### src/rtl/mux_rr_pkg.sv
// Shared constants and the round-robin search used by the N-channel registered mux.
// rr_pick scans from ptr upward, wrapping at n rather than at a power of two.
package mux_rr_pkg;

   localparam int unsigned DefWidth = 32;
   localparam int unsigned MinN     = 2;
   localparam int unsigned MaxN     = 16;
   localparam int unsigned IdxW     = 4;

   typedef struct packed {
      logic            found;
      logic [IdxW-1:0] idx;
   } rr_pick_t;

   function automatic rr_pick_t rr_pick(input logic [MaxN-1:0] req,
                                        input logic [IdxW-1:0] ptr,
                                        input int              n);
      rr_pick_t res;
      int       k;
      res = '0;
      // Walk offsets from farthest to nearest so the last hit is the closest to ptr.
      for (int i = int'(MaxN) - 1; i >= 0; i--) begin
         if (i < n) begin
            k = int'(ptr) + i;
            if (k >= n) begin
               k = k - n;
            end
            if (req[k[IdxW-1:0]]) begin
               res.found = 1'b1;
               res.idx   = k[IdxW-1:0];
            end
         end
      end
      return res;
   endfunction

endpackage

### src/rtl/rr_arbiter.sv
// Combinational round-robin grant with an optional lock that pins the grant to one channel.
module rr_arbiter
   import mux_rr_pkg::*;
#(
   parameter int unsigned N    = 4,
   parameter int unsigned SELW = (N > 1) ? $clog2(N) : 1
) (
   input  logic [N-1:0]    i_req,
   input  logic [SELW-1:0] i_ptr,
   input  logic            i_lock,
   input  logic [SELW-1:0] i_lock_ch,
   output logic [SELW-1:0] o_gnt_idx,
   output logic            o_gnt_vld
);

   rr_pick_t w_pick;

   always_comb begin
      w_pick = rr_pick(MaxN'(i_req), IdxW'(i_ptr), int'(N));
      if (i_lock) begin
         // A locked transfer waits for its own channel even if others are requesting.
         o_gnt_idx = i_lock_ch;
         o_gnt_vld = i_req[i_lock_ch];
      end else begin
         o_gnt_idx = SELW'(w_pick.idx);
         o_gnt_vld = w_pick.found;
      end
   end

endmodule

### src/rtl/mux_rr_reg.sv
// N-channel round-robin multiplexer with a registered valid/ready output stage.
// Multi-beat transfers (last=0) lock the grant until the channel's last beat.
module mux_rr_reg
   import mux_rr_pkg::*;
#(
   parameter int unsigned WIDTH = DefWidth,
   parameter int unsigned N     = 4,
   parameter int unsigned SELW  = (N > 1) ? $clog2(N) : 1
) (
   input  logic               clk,
   input  logic               reset,
   input  logic [N-1:0]       in_valid,
   output logic [N-1:0]       in_ready,
   input  logic [N*WIDTH-1:0] in_data,
   input  logic [N-1:0]       in_last,
   output logic               out_valid,
   input  logic               out_ready,
   output logic [WIDTH-1:0]   out_data,
   output logic               out_last,
   output logic [SELW-1:0]    out_sel
);

   logic             r_out_valid;
   logic [WIDTH-1:0] r_out_data;
   logic             r_out_last;
   logic [SELW-1:0]  r_out_sel;
   logic [SELW-1:0]  r_rr_ptr;
   logic             r_lock;
   logic [SELW-1:0]  r_lock_ch;

   logic             w_load_en;
   logic             w_accept;
   logic             w_gnt_vld;
   logic [SELW-1:0]  w_gnt_idx;
   logic [WIDTH-1:0] w_gnt_data;
   logic             w_gnt_last;
   logic [SELW-1:0]  w_ptr_nxt;

   rr_arbiter #(
      .N    (N),
      .SELW (SELW)
   ) u_arb (
      .i_req     (in_valid),
      .i_ptr     (r_rr_ptr),
      .i_lock    (r_lock),
      .i_lock_ch (r_lock_ch),
      .o_gnt_idx (w_gnt_idx),
      .o_gnt_vld (w_gnt_vld)
   );

   assign w_load_en = !r_out_valid || out_ready;
   assign w_accept  = reset && w_load_en && w_gnt_vld;
   assign w_ptr_nxt = (w_gnt_idx == SELW'(N - 1)) ? '0 : w_gnt_idx + 1'b1;

   always_comb begin
      in_ready   = '0;
      w_gnt_data = '0;
      w_gnt_last = 1'b0;
      for (int k = 0; k < int'(N); k++) begin
         if (w_gnt_idx == SELW'(k)) begin
            in_ready[k] = w_accept;
            w_gnt_data  = in_data[k*WIDTH +: WIDTH];
            w_gnt_last  = in_last[k];
         end
      end
   end

   always_ff @(posedge clk) begin
      if (!reset) begin
         r_out_valid <= 1'b0;
         r_out_data  <= '0;
         r_out_last  <= 1'b0;
         r_out_sel   <= '0;
         r_rr_ptr    <= '0;
         r_lock      <= 1'b0;
         r_lock_ch   <= '0;
      end else begin
         if (w_load_en) begin
            r_out_valid <= w_accept;
         end
         if (w_accept) begin
            r_out_data <= w_gnt_data;
            r_out_last <= w_gnt_last;
            r_out_sel  <= w_gnt_idx;
            // The pointer only advances once a whole transfer has gone through.
            if (w_gnt_last) begin
               r_lock   <= 1'b0;
               r_rr_ptr <= w_ptr_nxt;
            end else begin
               r_lock    <= 1'b1;
               r_lock_ch <= w_gnt_idx;
            end
         end
      end
   end

   assign out_valid = r_out_valid;
   assign out_data  = r_out_data;
   assign out_last  = r_out_last;
   assign out_sel   = r_out_sel;

endmodule
### config.mk
export PLATFORM = sky130hd
export DESIGN_NAME = mux_rr_reg
export DESIGN_NICKNAME = d
export VERILOG_FILES = /design/src/rtl/mux_rr_pkg.sv /design/src/rtl/rr_arbiter.sv /design/src/rtl/mux_rr_reg.sv
export SDC_FILE = /design/constraint.sdc
export NUM_CORES = 1
export LEC_CHECK = 0
export BUFFER_PORTS_ARGS = -buffer_cell sky130_fd_sc_hd__buf_2
export CAP_MARGIN = 25
export CORE_MARGIN = 1.5
export CORE_UTILIZATION = 38
export DETAILED_ROUTE_END_ITERATION = 16
export PLACE_DENSITY = 0.77
export SYNTH_ARGS = -nofsm -noshare
export SYNTH_HDL_FRONTEND = slang
export SYNTH_SLANG_ARGS = --single-unit
### constraint.sdc
create_clock -name clk -period 3.8 [get_ports clk]
set_input_delay 0.19 -clock clk [delete_from_list [all_inputs] [get_ports clk]]
set_output_delay 0.19 -clock clk [all_outputs]
set_load 0.1 [all_outputs]
After elaboration in Yosys (flattened, before gate mapping) --
Cells that the tools add are included.
Operators by class: reduce and logical (&&, ||, !) cells 7, $add $sub $neg 8, mux-type cells 34, bitwise gates (word level) 1, eq/ne operators 3, $lt $le $gt $ge 9
Operators by type and width (count):
- $mux 32 | 4
- $ge 32x4->1 const B | 3
- $lt 4x5->1 const B | 4
- $mux 5 | 4
- $bmux 1 s4 | 4
- $mux 4 | 4
- $mux 1 | 15
- $sub 4x4->4 const B | 3
- $add 2x2->3 const B | 2
- $eq 2x2->1 const B | 2
- $mux 2 | 2
- $reduce_and 2->1 | 2
- $sub 2x3->4 const B | 1
- $add 2x1->3 const B | 1
- $ge 2x3->1 const B | 1
- $lt 2x3->1 const B | 1
- $add 2x1->2 const B | 1
- $bmux 1 s2 | 1
- $eq 2x1->1 const B | 1
- $logic_and 1x1->1 | 2
- $logic_not 2->1 | 1
- $logic_not 1->1 | 1
- $logic_or 1x1->1 | 1
- $not 1->1 | 1
Storage, ports and cells: flip-flop bits (word level) 41, logic and storage cells 69, output and inout bits 40, input port bits 139

Longest topological paths before layout --
Gate-level depths: netlist of run 1.
word-level depth 17, mapped depth 17, mapped depth without buffers 15

Modules after synthesis --
From an unflattened synthesis of run 1, not the netlist that was laid out.
Second synthesis, totals: cell total of the unflattened synthesis 395, area total of the unflattened synthesis 2951.6 um2
By module, submodules not included:
- mux_rr_reg | sequential area each 820.8 um2, area each 2553.7 um2, times used 1, cells an instance 348
- rr_arbiter | sequential area each 0.0 um2, area each 397.9 um2, times used 1, cells an instance 47

Worst setup path before layout of run 1 --
OpenSTA, ideal clock, no wires.
path type reg2out, start register r_rr_ptr[1], end output port in_ready[2], setup slack -0.321 ns, arrival time 3.931 ns, required time 3.610 ns, path buffers 3, stages on the path, launching flop included 14, path through dfxtp_1 > clkbuf_1 > inv_1 > ha_1 > mux2i_1 > nor3_1 > o311ai_0 > o21ba_2 > nand2b_1 > ha_1 > clkbuf_1 > inv_1 > clkbuf_1 > nor2_1
Between the ends: cells in the longest elaborated chain, start to end 12, elaborated cells between the ends (all ways) 32, classes of those cells 7 x add/sub; 4 x order compare; 1 x eq/ne; 19 x mux; 1 x reduce/logical
RTL lines:
- start, declared | line mux_rr_reg.sv:27 | logic [SELW-1:0] r_rr_ptr;
- start signal, assigned | line mux_rr_reg.sv:88 | r_rr_ptr <= w_ptr_nxt;
- $add 2x2->3 | line mux_rr_pkg.sv:24 | k = int'(ptr) + i;
- $ge 32x4->1 or $sub 4x4->4 (tied branches) | line mux_rr_pkg.sv:25, mux_rr_pkg.sv:26
- $mux 4 | line mux_rr_pkg.sv:25 | if (k >= n) begin
- $bmux 1 s4 | line mux_rr_pkg.sv:28 | if (req[k[IdxW-1:0]]) begin
- $mux 1 (not written as such) | line mux_rr_pkg.sv:28
- $mux 5 (3 in a row) | line mux_rr_pkg.sv:28
- $mux 5 * | line mux_rr_pkg.sv:28
- $mux 2 or $mux 1 (tied branches) | line rr_arbiter.sv:20 | if (i_lock) begin
- $eq 2x2->1 or $logic_and 1x1->1 (tied branches) | line mux_rr_reg.sv:60, mux_rr_reg.sv:52
- $mux 1 * | line mux_rr_reg.sv:60 | if (w_gnt_idx == SELW'(k)) begin
- end, declared | line mux_rr_reg.sv:13 | output logic [N-1:0] in_ready,
Every way passes the cells marked *; elsewhere a longest branch is shown, timed or not. The select of a mux whose other input is x is not followed.

Worst setup path after layout of run 1 --
start register r_rr_ptr[1], end output port in_ready[2]
Between the ends: cells in the longest elaborated chain, start to end 12, elaborated cells between the ends (all ways) 32, classes of those cells 7 x add/sub; 4 x order compare; 1 x eq/ne; 19 x mux; 1 x reduce/logical
RTL lines:
- $add 2x2->3 | line mux_rr_pkg.sv:24
- $ge 32x4->1 or $sub 4x4->4 (tied branches) | line mux_rr_pkg.sv:25, mux_rr_pkg.sv:26
- $mux 4 | line mux_rr_pkg.sv:25
- $bmux 1 s4 | line mux_rr_pkg.sv:28
- $mux 1 (not written as such) | line mux_rr_pkg.sv:28
- $mux 5 (3 in a row) | line mux_rr_pkg.sv:28
- $mux 5 * | line mux_rr_pkg.sv:28
- $mux 2 * | line rr_arbiter.sv:20
- via u_arb.o_gnt_idx[1] | line rr_arbiter.sv:12 | output logic [SELW-1:0] o_gnt_idx,
- $eq 2x2->1 * | line mux_rr_reg.sv:60
- $mux 1 * | line mux_rr_reg.sv:60
Mark *: on every way through the listed nets, which the timed path passes. The rest lies on a longest branch. The select of a mux whose other input is x is not followed.

==> results.sh, run 1 <==
export IMPL_run_status="finished clean"
export IMPL_postSynthAreaPerCell_um2=7.50
export IMPL_clock_skew_final_ns=0.00308
export IMPL_boundaryPins=179
export IMPL_ant_nets=0
export IMPL_setup_violations=0
export IMPL_grt_remaining_overflow=0
export IMPL_wl_per_cell_um=14.1
export IMPL_synth_top_cells_by_area="sky130_fd_sc_hd__dfxtp_1 (31%), sky130_fd_sc_hd__a221oi_1 (10%), sky130_fd_sc_hd__nor3_1 (6.7%)"
export IMPL_worstRegToRegCells=16
export IMPL_fp_dieW_um=86.9
export IMPL_whs_ns=0.105
export IMPL_postSynth_topFlopCell="sky130_fd_sc_hd__dfxtp_1"
export IMPL_setup_reg_to_reg_worst_slack_ns=0.24
export IMPL_clkSlewWorstSetupHoldPaths_ns=0.08
export IMPL_post_route_drc_count=0
export IMPL_antenna_cells=0
export IMPL_wire_length_of_the_first_global_routing_pass_um=13600
export IMPL_grt_start_max_net_pins=42
export IMPL_cts_tree="built"
export IMPL_insertion_delay_ns=0.29
export IMPL_nNetsFinal=671
export IMPL_root_buffer="sky130_fd_sc_hd__clkbuf_8"
export IMPL_std_cell_core_area_um2=6790
export IMPL_critical_path_startpoint="r_rr_ptr[1]$_SDFFE_PN0P_"
export IMPL_finalPower_mw=4.45
export IMPL_leakagePower_nw=1.78
export IMPL_globalplace_congestion=0.899
export IMPL_critical_path_maximum_fanout=15
export IMPL_worstSetupStartpointType="flip-flop"
export IMPL_groute_usage_overall_pct=22.6
export IMPL_netlist_instances=357
export IMPL_final_fill_count=662
export IMPL_grt_setup_unrepaired="no"
export IMPL_cts_root_to_sink_buffers=2
export IMPL_top_cell_type_by_total_area_after_synthesis="sky130_fd_sc_hd__dfxtp_1"
export IMPL_via_count=3364
export IMPL_synth_top_cell_area_share_pct=30.7
export IMPL_numClockSinks=41
export IMPL_worst_slew_pin_transition_ns=0.507
export IMPL_timing_max_cap_violations=0
export IMPL_postSynthNetCount=505
export IMPL_finalWorstPathRequiredPeriod_ns=3.57
export IMPL_ctsHoldBuffers=0
export IMPL_finalSetupTns_ns=0
export IMPL_worstSetupEndpointType="output pin"
export IMPL_path_type_of_the_worst_setup_path="reg -> out"
export IMPL_drt_first_pass_iters=4
export IMPL_worst_ep_required_time_ns=3.61
export IMPL_drt_wl_total_um=8750
export IMPL_slew_limit_headroom_pct=66.5
export IMPL_final_max_slew_violation_count=0
export IMPL_critical_path_reg2reg_startpoint="r_rr_ptr[1]$_SDFFE_PN0P_"
export IMPL_final_layout_size_suffix_gt1_share_pct=41.8
export IMPL_min_period_over_period_pct=94.0
export IMPL_hold_path_depth=2
export IMPL_first_global_vias=2916
export IMPL_worstPathArrival_ns=3.38
export IMPL_cts_htree_levels=2
export IMPL_hold_path_class="in -> reg"
export IMPL_yosysSeqAreaShare_pct=30.7
export IMPL_worst_setup_path_endpoint="in_ready[2]"
export IMPL_initial_antenna_violation_count=0
export IMPL_layout_core_utilization_pct=56.5
export IMPL_regToRegEndpoint="r_rr_ptr[0]$_SDFFE_PN0P_"
export IMPL_async_flop_share_pct=0
export IMPL_worst_hold_startpoint="out_ready"
export IMPL_die_area_um2=7560
export IMPL_maxClockFrequency_mhz=280
export IMPL_rows=30
export IMPL_initial_utilization_pct=39.4
export IMPL_tritoncts_num_buffers=5
export IMPL_vdd_ir_drop_max_mv=0.579
export IMPL_areaGrowthSynthToFinish_pct=43.4
export IMPL_die_h_um=86.9
export IMPL_post_drt_via_cell_ratio=5.43
export IMPL_yosys_warnings=0
export IMPL_drc_violation_total_after_the_first_tritonroute_iteration=162
export IMPL_synth_ff_latch_count=41
export IMPL_finalHoldViolations=0
export IMPL_post_dp_hpwl_um=6620
export IMPL_netlist_cell_type_count=43
export IMPL_portBuffers=178
export IMPL_synth_cell_area_um2=2680
export IMPL_synth_edf_count=0
export IMPL_powerDensity_nw_per_um2=1160
registers in the layout, summed over array words and instances (netlist names):
name	cells
out_valid	1
out_data	32
r_lock_ch	2
out_sel	2
r_rr_ptr	2
r_lock	1
out_last	1
synth_stat cells, types with 2 or more instances:
master                     instances
sky130_fd_sc_hd__dfxtp_1          41
sky130_fd_sc_hd__nand4_1           2
sky130_fd_sc_hd__o21ai_1           3
sky130_fd_sc_hd__and2_1            2
sky130_fd_sc_hd__a31oi_1           2
sky130_fd_sc_hd__nand3b_1          2
sky130_fd_sc_hd__nor3_1           36
sky130_fd_sc_hd__nor2b_1           2
sky130_fd_sc_hd__o21ai_0          33
sky130_fd_sc_hd__buf_6             4
sky130_fd_sc_hd__a21oi_1          35
sky130_fd_sc_hd__nand2_1           5
sky130_fd_sc_hd__ha_1              9
sky130_fd_sc_hd__nor2_1           40
sky130_fd_sc_hd__nand3_1          34
sky130_fd_sc_hd__mux2_2            2
sky130_fd_sc_hd__buf_4             2
sky130_fd_sc_hd__a211oi_1          3
sky130_fd_sc_hd__nor3b_1           2
sky130_fd_sc_hd__clkbuf_2          2
sky130_fd_sc_hd__or2_2             2
sky130_fd_sc_hd__and3_1            2
sky130_fd_sc_hd__a221oi_1         32
sky130_fd_sc_hd__o221ai_1          2
sky130_fd_sc_hd__clkbuf_1         25
sky130_fd_sc_hd__mux2i_1           6
sky130_fd_sc_hd__inv_1            11
worst max-delay path: stages, from the launching register on:
cell and delay (ns):
sky130_fd_sc_hd__dfxtp_1 0.33, sky130_fd_sc_hd__inv_1 0.09, sky130_fd_sc_hd__ha_1 0.39, sky130_fd_sc_hd__mux2i_1 0.25, sky130_fd_sc_hd__nor3_2 0.08, sky130_fd_sc_hd__or2_2 0.30
sky130_fd_sc_hd__a311o_1 0.32, sky130_fd_sc_hd__a31oi_4 0.25, sky130_fd_sc_hd__inv_1 0.10, sky130_fd_sc_hd__ha_1 0.24, sky130_fd_sc_hd__buf_4 0.21, sky130_fd_sc_hd__inv_1 0.08
sky130_fd_sc_hd__buf_4 0.20, sky130_fd_sc_hd__nor2_2 0.08, sky130_fd_sc_hd__buf_12 0.18
placed cells by master (no fill, tap or decap), types with 3 or more instances in the layout:
master,n
sky130_fd_sc_hd__ha_1,8
sky130_fd_sc_hd__buf_12,3
sky130_fd_sc_hd__inv_1,11
sky130_fd_sc_hd__nor2_2,3
sky130_fd_sc_hd__a221oi_1,32
sky130_fd_sc_hd__nor3_1,34
sky130_fd_sc_hd__a21oi_1,35
sky130_fd_sc_hd__nor2_1,37
sky130_fd_sc_hd__nand3_1,34
sky130_fd_sc_hd__a211oi_1,3
sky130_fd_sc_hd__o21ai_0,33
sky130_fd_sc_hd__buf_2,175
sky130_fd_sc_hd__dfxtp_1,41
sky130_fd_sc_hd__buf_4,14
sky130_fd_sc_hd__nand2_1,5
sky130_fd_sc_hd__clkbuf_8,6
sky130_fd_sc_hd__o21ai_1,3
sky130_fd_sc_hd__mux2i_1,6
report_power, final:
group	internal, mW	switching (mW)
sequential	0.585	0.0698
clock	0.214	0.152
combinational	1.06	2.37
layer usage:
| metal | vias up | GRT usage (%) | part of all wire (%) |
|---|---|---|---|
| met2 | 163 | 38.3 | 48 |
| met5 | - | 0 | 0 |
| met3 | 11 | 4.74 | 8.8 |
| met4 | 0 | 6.16 | 1.6 |
| met1 | 1520 | 29.1 | 41 |
| li1 | 1670 | - | - |
area by class of cell:
| cell class | count | area (um^2) | share of cell area (%) |
|---|---|---|---|
| well taps | 96 | 120 | 3.13 |
| repair buffers | 193 | 1050 | 27.4 |
| clock buffers | 7 | 86.3 | 2.25 |
| multi-input cells | 271 | 1690 | 44.0 |
| clock inverters | 1 | 30.0 | 0.782 |
| inverters | 11 | 41.3 | 1.08 |
| flip-flops and latches | 41 | 821 | 21.4 |
per-stage QoR:
step                      instance area [um^2]  std cells  setup slack [ns]
after global routing                      3840        620            0.0324
after CTS                                 3810        620            0.0706
final                                     3840        620             0.228
after global placement                    3690        612             0.223
after detailed placement                  3690        612             0.114
after floorplan                           2690        357            0.0453
logic make-up (layout without fill, tap and decap cells):
kind of cell / count (synthesis) / count (layout) / share of synthesized area [%]
AO/OA/AOI/OAI: 120 / 120 / 29.2
AND/OR/NAND/NOR: 133 / 133 / 24.2
flip-flops: 41 / 41 / 30.7
multiplexers: 9 / 9 / 3.93
adder cells (fa/ha/maj): 9 / 9 / 4.21
buffers and inverters: 45 / 212 / 7.85
worst min path at each step:
| stage | to |
|---|---|
| floorplan | out_valid$_SDFFE_PN0N_ |
| global placement | out_valid$_SDFFE_PN0N_ |
| detailed placement | out_valid$_SDFFE_PN0N_ |
| CTS | out_valid$_SDFFE_PN0N_ |
| global route | out_valid$_SDFFE_PN0N_ |
| finish | out_valid$_SDFFE_PN0N_ |
repair_timing:
item / CTS / global route
setup endpoints to repair: 0 / 37
resized for setup: 0 / 6
buffers inserted: 0 / 0
endpoints found under the hold margin: 0 / 0
(Power assumes the default switching activity.)
==> inputs of run 2 (changes only) <==
CORE_ASPECT_RATIO = 0.5   (was unset)
CORE_MARGIN = 3   (was 1.5)
==> results.sh, run 2 (synthesized netlist as in run 1, its figures left out) <==
export IMPL_run_status="finished clean"
export IMPL_final_fill_count=640
export IMPL_drc_violation_total_after_the_first_tritonroute_iteration=185
export IMPL_cts_root_to_sink_buffers=2
export IMPL_post_route_drc_count=0
export IMPL_area_sequential_um2=821
export IMPL_grt_remaining_overflow=0
export IMPL_finalSetupTns_ns=0
export IMPL_globalplace_congestion=0.897
export IMPL_hold_path_class="in -> reg"
export IMPL_std_cell_core_area_um2=6430
export IMPL_cts_htree_levels=2
export IMPL_final_common_cell="sky130_fd_sc_hd__buf_2"
export IMPL_boundaryPins=179
export IMPL_antenna_cells=0
export IMPL_worst_slew_pin_transition_ns=0.513
export IMPL_worstPathArrival_ns=3.68
export IMPL_rows=20
export IMPL_powerDensity_nw_per_um2=1170
export IMPL_setup_violations=0
export IMPL_nNetsFinal=671
export IMPL_clock_skew_final_ns=0.00336
export IMPL_numClockSinks=41
export IMPL_finalWorstPathRequiredPeriod_ns=3.52
export IMPL_die_h_um=65.4
export IMPL_insertion_delay_ns=0.28
export IMPL_maxClockFrequency_mhz=284
export IMPL_initial_utilization_pct=41.6
export IMPL_final_design_area_no_fill_um2=3900
export IMPL_drt_wl_total_um=8610
export IMPL_final_max_slew_violation_count=0
export IMPL_worstSetupEndpointType="flip-flop"
export IMPL_fp_dieW_um=125
export IMPL_areaGrowthSynthToFinish_pct=45.7
export IMPL_hold_path_depth=2
export IMPL_leakagePower_nw=1.81
export IMPL_placement_cell_area_um2=3680
export IMPL_worstSetupStartpointType="flip-flop"
export IMPL_clkSlewWorstSetupHoldPaths_ns=0.06
export IMPL_ctsHoldBuffers=0
export IMPL_vdd_ir_drop_max_mv=0.505
export IMPL_footprint_of_the_multi_input_gates_um2=1680
export IMPL_first_global_vias=2998
export IMPL_worst_ep_required_time_ns=3.96
export IMPL_drt_first_pass_iters=6
export IMPL_finalHoldViolations=0
export IMPL_wire_length_of_the_first_global_routing_pass_um=13600
export IMPL_timing_max_cap_violations=0
export IMPL_portBuffers=178
export IMPL_layout_cells_most_common_list="sky130_fd_sc_hd__buf_2 (175), sky130_fd_sc_hd__dfxtp_1 (41), sky130_fd_sc_hd__nor2_1 (37)"
export IMPL_final_layout_size_suffix_gt1_share_pct=42.0
export IMPL_cts_tree="built"
export IMPL_groute_usage_overall_pct=19.9
export IMPL_post_dp_hpwl_um=6770
export IMPL_grt_setup_unrepaired="no"
export IMPL_path_type_of_the_worst_setup_path="reg -> reg"
export IMPL_largest_reg_flops=32
export IMPL_ant_nets=0
export IMPL_whs_ns=0.121
export IMPL_grt_start_max_net_pins=47
export IMPL_worstRegToRegCells=15
export IMPL_critical_path_maximum_fanout=22
export IMPL_die_area_um2=8150
export IMPL_initial_antenna_violation_count=0
export IMPL_post_drt_via_cell_ratio=5.33
export IMPL_root_buffer="sky130_fd_sc_hd__clkbuf_16"
export IMPL_via_count=3262
export IMPL_wl_per_cell_um=14.1
export IMPL_tritoncts_num_buffers=5
export IMPL_layout_core_utilization_pct=60.7
export IMPL_min_period_over_period_pct=92.7
export IMPL_slew_limit_headroom_pct=66.0
[run 2: cell types whose count changed in the layout (fill, tap and decap cells not counted), moves of 2 or more]
cell	delta
sky130_fd_sc_hd__buf_4	-2
sky130_fd_sc_hd__clkbuf_16	+5
sky130_fd_sc_hd__clkbuf_8	-5
sky130_fd_sc_hd__clkinvlp_4	+2
sky130_fd_sc_hd__nor3_1	+2
sky130_fd_sc_hd__nor3_2	-2
[run 2: what timing repair did]
action,4_1_cts,5_1_grt
setup buffers,0,1
endpoints found under the setup margin,0,21
resized for setup,0,6
[run 2: area by class of cell]
| type | instances | share of cell area [%] |
|---|---|---|
| Inverter | 11 | 1.15 |
| Multi-Input combinational cell | 271 | 43.1 |
| Tap cell | 88 | 2.82 |
| Sequential cell | 41 | 21.0 |
| Timing Repair Buffer | 193 | 27.4 |
| Clock buffer | 6 | 3.56 |
| Clock inverter | 2 | 0.962 |
[run 2: stage by stage]
stage	total power, mW	instances	setup WS, ns
after floorplan	3.34	357	0.0453
after global placement	3.99	603	0.357
after detailed placement	4.03	603	0.214
after CTS	4.54	611	0.0731
after global routing	4.94	612	0.0324
final	4.56	612	0.279
[run 2: power breakdown]
part	switching [mW]	internal, mW
clock	0.165	0.327
combinational	2.32	1.09
sequential	0.0682	0.586
[run 2: layer usage]
metal / part of all wire [%] / wire length, um / track usage, %
met1: 42 / 3640 / 24.1
met2: 51 / 4370 / 35.5
met3: 5.4 / 468 / 4.63
met4: 1.5 / 133 / 6.83
met5: 0 / 0 / 0
[run 2: worst paths after layout]
path	from	endpoint	slack [ns]
setup / recovery	r_rr_ptr[0]$_SDFFE_PN0P_	r_rr_ptr[0]$_SDFFE_PN0P_	0.28
hold / removal	out_ready	out_valid$_SDFFE_PN0N_	0.12
setup reg to reg	r_rr_ptr[0]$_SDFFE_PN0P_	r_rr_ptr[0]$_SDFFE_PN0P_	0.28
hold reg to reg	out_last$_SDFFE_PN0P_	out_last$_SDFFE_PN0P_	0.46
[run 2: worst max-delay path, cell delays in order (launching register included)]
cell and delay [ns]:
sky130_fd_sc_hd__dfxtp_1 0.30, sky130_fd_sc_hd__inv_1 0.19, sky130_fd_sc_hd__ha_4 0.26, sky130_fd_sc_hd__mux2i_1 0.11, sky130_fd_sc_hd__nor3_1 0.31, sky130_fd_sc_hd__o311ai_0 0.15
sky130_fd_sc_hd__o21ba_2 0.28, sky130_fd_sc_hd__nand2b_1 0.20, sky130_fd_sc_hd__ha_1 0.21, sky130_fd_sc_hd__buf_4 0.27, sky130_fd_sc_hd__a211oi_1 0.08, sky130_fd_sc_hd__a211o_1 0.35
sky130_fd_sc_hd__nor3_1 0.21, sky130_fd_sc_hd__nand2_1 0.16, sky130_fd_sc_hd__nor3b_1 0.23, sky130_fd_sc_hd__a211oi_1 0.07
==> inputs of run 3 (changes only) <==
clock period = 3.16 ns   (was 3.8 ns; I/O delays follow)
==> results.sh, run 3 (synthesized netlist as in run 1, its figures left out) <==
export IMPL_globalplace_congestion=0.929
export IMPL_ctsHoldBuffers=0
export IMPL_final_design_area_no_fill_um2=4550
export IMPL_root_buffer="sky130_fd_sc_hd__clkbuf_16"
export IMPL_power_report_internal_total_mw=3.22
export IMPL_switching_share_pct=53.2
export IMPL_vdd_ir_drop_max_mv=0.619
export IMPL_finalHoldViolations=0
export IMPL_wire_length_of_the_first_global_routing_pass_um=15000
export IMPL_min_period_over_period_pct=106
export IMPL_fin_ws_ns=-0.182
export IMPL_post_drt_via_cell_ratio=5.49
export IMPL_final_fill_count=521
export IMPL_path_type_of_the_worst_setup_path="reg -> reg"
export IMPL_rows=20
export IMPL_finalPower_mw=6.88
export IMPL_net_load_switching_power_mw=3.66
export IMPL_layout_cells_most_common_list="sky130_fd_sc_hd__buf_2 (174), sky130_fd_sc_hd__dfxtp_1 (39), sky130_fd_sc_hd__nor2_1 (36)"
export IMPL_nNetsFinal=698
export IMPL_final_layout_size_suffix_gt1_share_pct=53.4
export IMPL_numClockSinks=41
export IMPL_die_h_um=65.4
export IMPL_critical_path_reg2reg_startpoint="r_rr_ptr[0]$_SDFFE_PN0P_"
export IMPL_dp_cells=612
export IMPL_wl_per_cell_um=16.3
export IMPL_hold_path_class="in -> reg"
export IMPL_hold_path_depth=2
export IMPL_ant_nets=0
export IMPL_placement_cell_area_um2=3850
export IMPL_grt_start_max_net_pins=39
export IMPL_drt_wl_total_um=10400
export IMPL_run_status="finished with violations"
export IMPL_die_area_um2=8150
export IMPL_worstRegToRegCells=15
export IMPL_tritoncts_num_buffers=5
export IMPL_via_count=3507
export IMPL_fp_dieW_um=125
export IMPL_final_max_slew_violation_count=0
export IMPL_drt_first_pass_iters=5
export IMPL_setup_violations=19
export IMPL_initial_utilization_pct=41.6
export IMPL_fin_cells=639
export IMPL_worstPathArrival_ns=3.50
export IMPL_first_global_vias=3237
export IMPL_clkSlewWorstSetupHoldPaths_ns=0.06
export IMPL_critical_path_startpoint="r_rr_ptr[0]$_SDFFE_PN0P_"
export IMPL_slew_limit_headroom_pct=66.0
export IMPL_cts_root_to_sink_buffers=2
export IMPL_cts_htree_levels=2
export IMPL_layout_core_utilization_pct=70.7
export IMPL_finalWorstPathRequiredPeriod_ns=3.34
export IMPL_leakagePower_nw=2.05
export IMPL_areaGrowthSynthToFinish_pct=69.9
export IMPL_failing_checks="negative setup slack"
export IMPL_worst_ep_required_time_ns=3.31
export IMPL_worst_hold_startpoint="out_ready"
export IMPL_final_common_cell="sky130_fd_sc_hd__buf_2"
export IMPL_boundaryPins=179
export IMPL_post_route_drc_count=0
export IMPL_critical_path_maximum_fanout=4
export IMPL_portBuffers=178
export IMPL_flop_pwr_share_pct=11.6
export IMPL_worst_slew_pin_transition_ns=0.509
export IMPL_finalSetupTns_ns=-1.22
export IMPL_timing_max_cap_violations=0
export IMPL_grt_remaining_overflow=0
export IMPL_worstSetupStartpointType="flip-flop"
export IMPL_power_frac_clock_pct=8.6
export IMPL_groute_usage_overall_pct=21.8
export IMPL_worstSetupEndpointType="flip-flop"
export IMPL_antenna_cells=0
export IMPL_post_dp_hpwl_um=7010
export IMPL_clock_skew_final_ns=0.00449
export IMPL_drc_violation_total_after_the_first_tritonroute_iteration=285
export IMPL_grt_setup_unrepaired="yes"
export IMPL_maxClockFrequency_mhz=299
export IMPL_insertion_delay_ns=0.28
export IMPL_setup_reg_to_reg_worst_slack_ns=-0.18
export IMPL_powerDensity_nw_per_um2=1510
export IMPL_initial_antenna_violation_count=0
export IMPL_cts_tree="built"
export IMPL_p_comb_share_pct=79.8
export IMPL_std_cell_core_area_um2=6430
export IMPL_largest_reg_flops=32
[run 3: cell types whose count changed in the layout (fill, tap and decap cells not counted), moves of 4 or more]
cell	change
sky130_fd_sc_hd__nor3_1	-4
sky130_fd_sc_hd__inv_1	-4
sky130_fd_sc_hd__o21ai_1	+10
sky130_fd_sc_hd__a221oi_2	+25
sky130_fd_sc_hd__buf_6	+5
sky130_fd_sc_hd__a221oi_1	-26
sky130_fd_sc_hd__buf_4	+15
sky130_fd_sc_hd__o21ai_0	-10
sky130_fd_sc_hd__buf_12	+6
[run 3: power groups by stage]
stage	combinational [mW]	clock [mW]	sequential [mW]
3_5_place_dp	4.28	0	0.811
5_1_grt	5.88	0.625	0.816
4_1_cts	4.56	0.601	0.794
6_report	5.49	0.591	0.796
3_3_place_gp	4.24	0	0.802
2_1_floorplan	2.27	0	1.85
[run 3: metrics by stage]
step	worst slack, ns	hold WS, ns
2_1_floorplan	-0.0950	0.261
3_3_place_gp	-0.00458	0.388
3_5_place_dp	-0.111	0.385
4_1_cts	-0.0486	0.0931
5_1_grt	-0.260	0.0985
6_report	-0.182	0.115
[run 3: final cells by class]
| cell class | count | area [um^2] | area share [%] |
|---|---|---|---|
| inverters | 11 | 50.0 | 1.10 |
| well taps | 88 | 110 | 2.42 |
| flip-flops and latches | 41 | 828 | 18.2 |
| repair buffers | 220 | 1390 | 30.6 |
| clock buffers | 7 | 143 | 3.14 |
| clock inverters | 1 | 30.0 | 0.660 |
| multi-input cells | 271 | 1990 | 43.9 |
[run 3: layer usage]
layer / up-vias / track usage, % / wire length [um]
li1: 1720 / - / -
met1: 1648 / 25.9 / 4240
met2: 121 / 41.7 / 5520
met3: 18 / 3.73 / 492
met4: 0 / 4.92 / 190
met5: - / 0 / 0
[run 3: timing repair]
item / CTS / global route
gates resized for setup: 22 / 64
buffers inserted: 9 / 7
endpoints found under the setup margin: 37 / 42
pin swaps: 0 / 5
gates cloned: 0 / 3
[run 3: worst paths after layout]
kind / to
worst max register to register: r_rr_ptr[0]$_SDFFE_PN0P_
worst min register to register: out_data[17]$_SDFFE_PN0P_
worst min-delay path: out_valid$_SDFFE_PN0N_
worst max-delay path: r_rr_ptr[0]$_SDFFE_PN0P_
[run 3: worst max-delay path, stage by stage, from the launching register on]
cell and delay, ns:
sky130_fd_sc_hd__dfxtp_4 0.37, sky130_fd_sc_hd__clkinvlp_4 0.11, sky130_fd_sc_hd__ha_4 0.32, sky130_fd_sc_hd__mux2i_4 0.22, sky130_fd_sc_hd__nor3_2 0.08, sky130_fd_sc_hd__or2_4 0.25
sky130_fd_sc_hd__a311o_1 0.32, sky130_fd_sc_hd__a31oi_4 0.24, sky130_fd_sc_hd__inv_2 0.09, sky130_fd_sc_hd__ha_2 0.23, sky130_fd_sc_hd__nor3b_1 0.15, sky130_fd_sc_hd__a211o_1 0.28
sky130_fd_sc_hd__nor3_4 0.18, sky130_fd_sc_hd__nand2_2 0.13, sky130_fd_sc_hd__nor3b_2 0.18, sky130_fd_sc_hd__a211oi_1 0.06
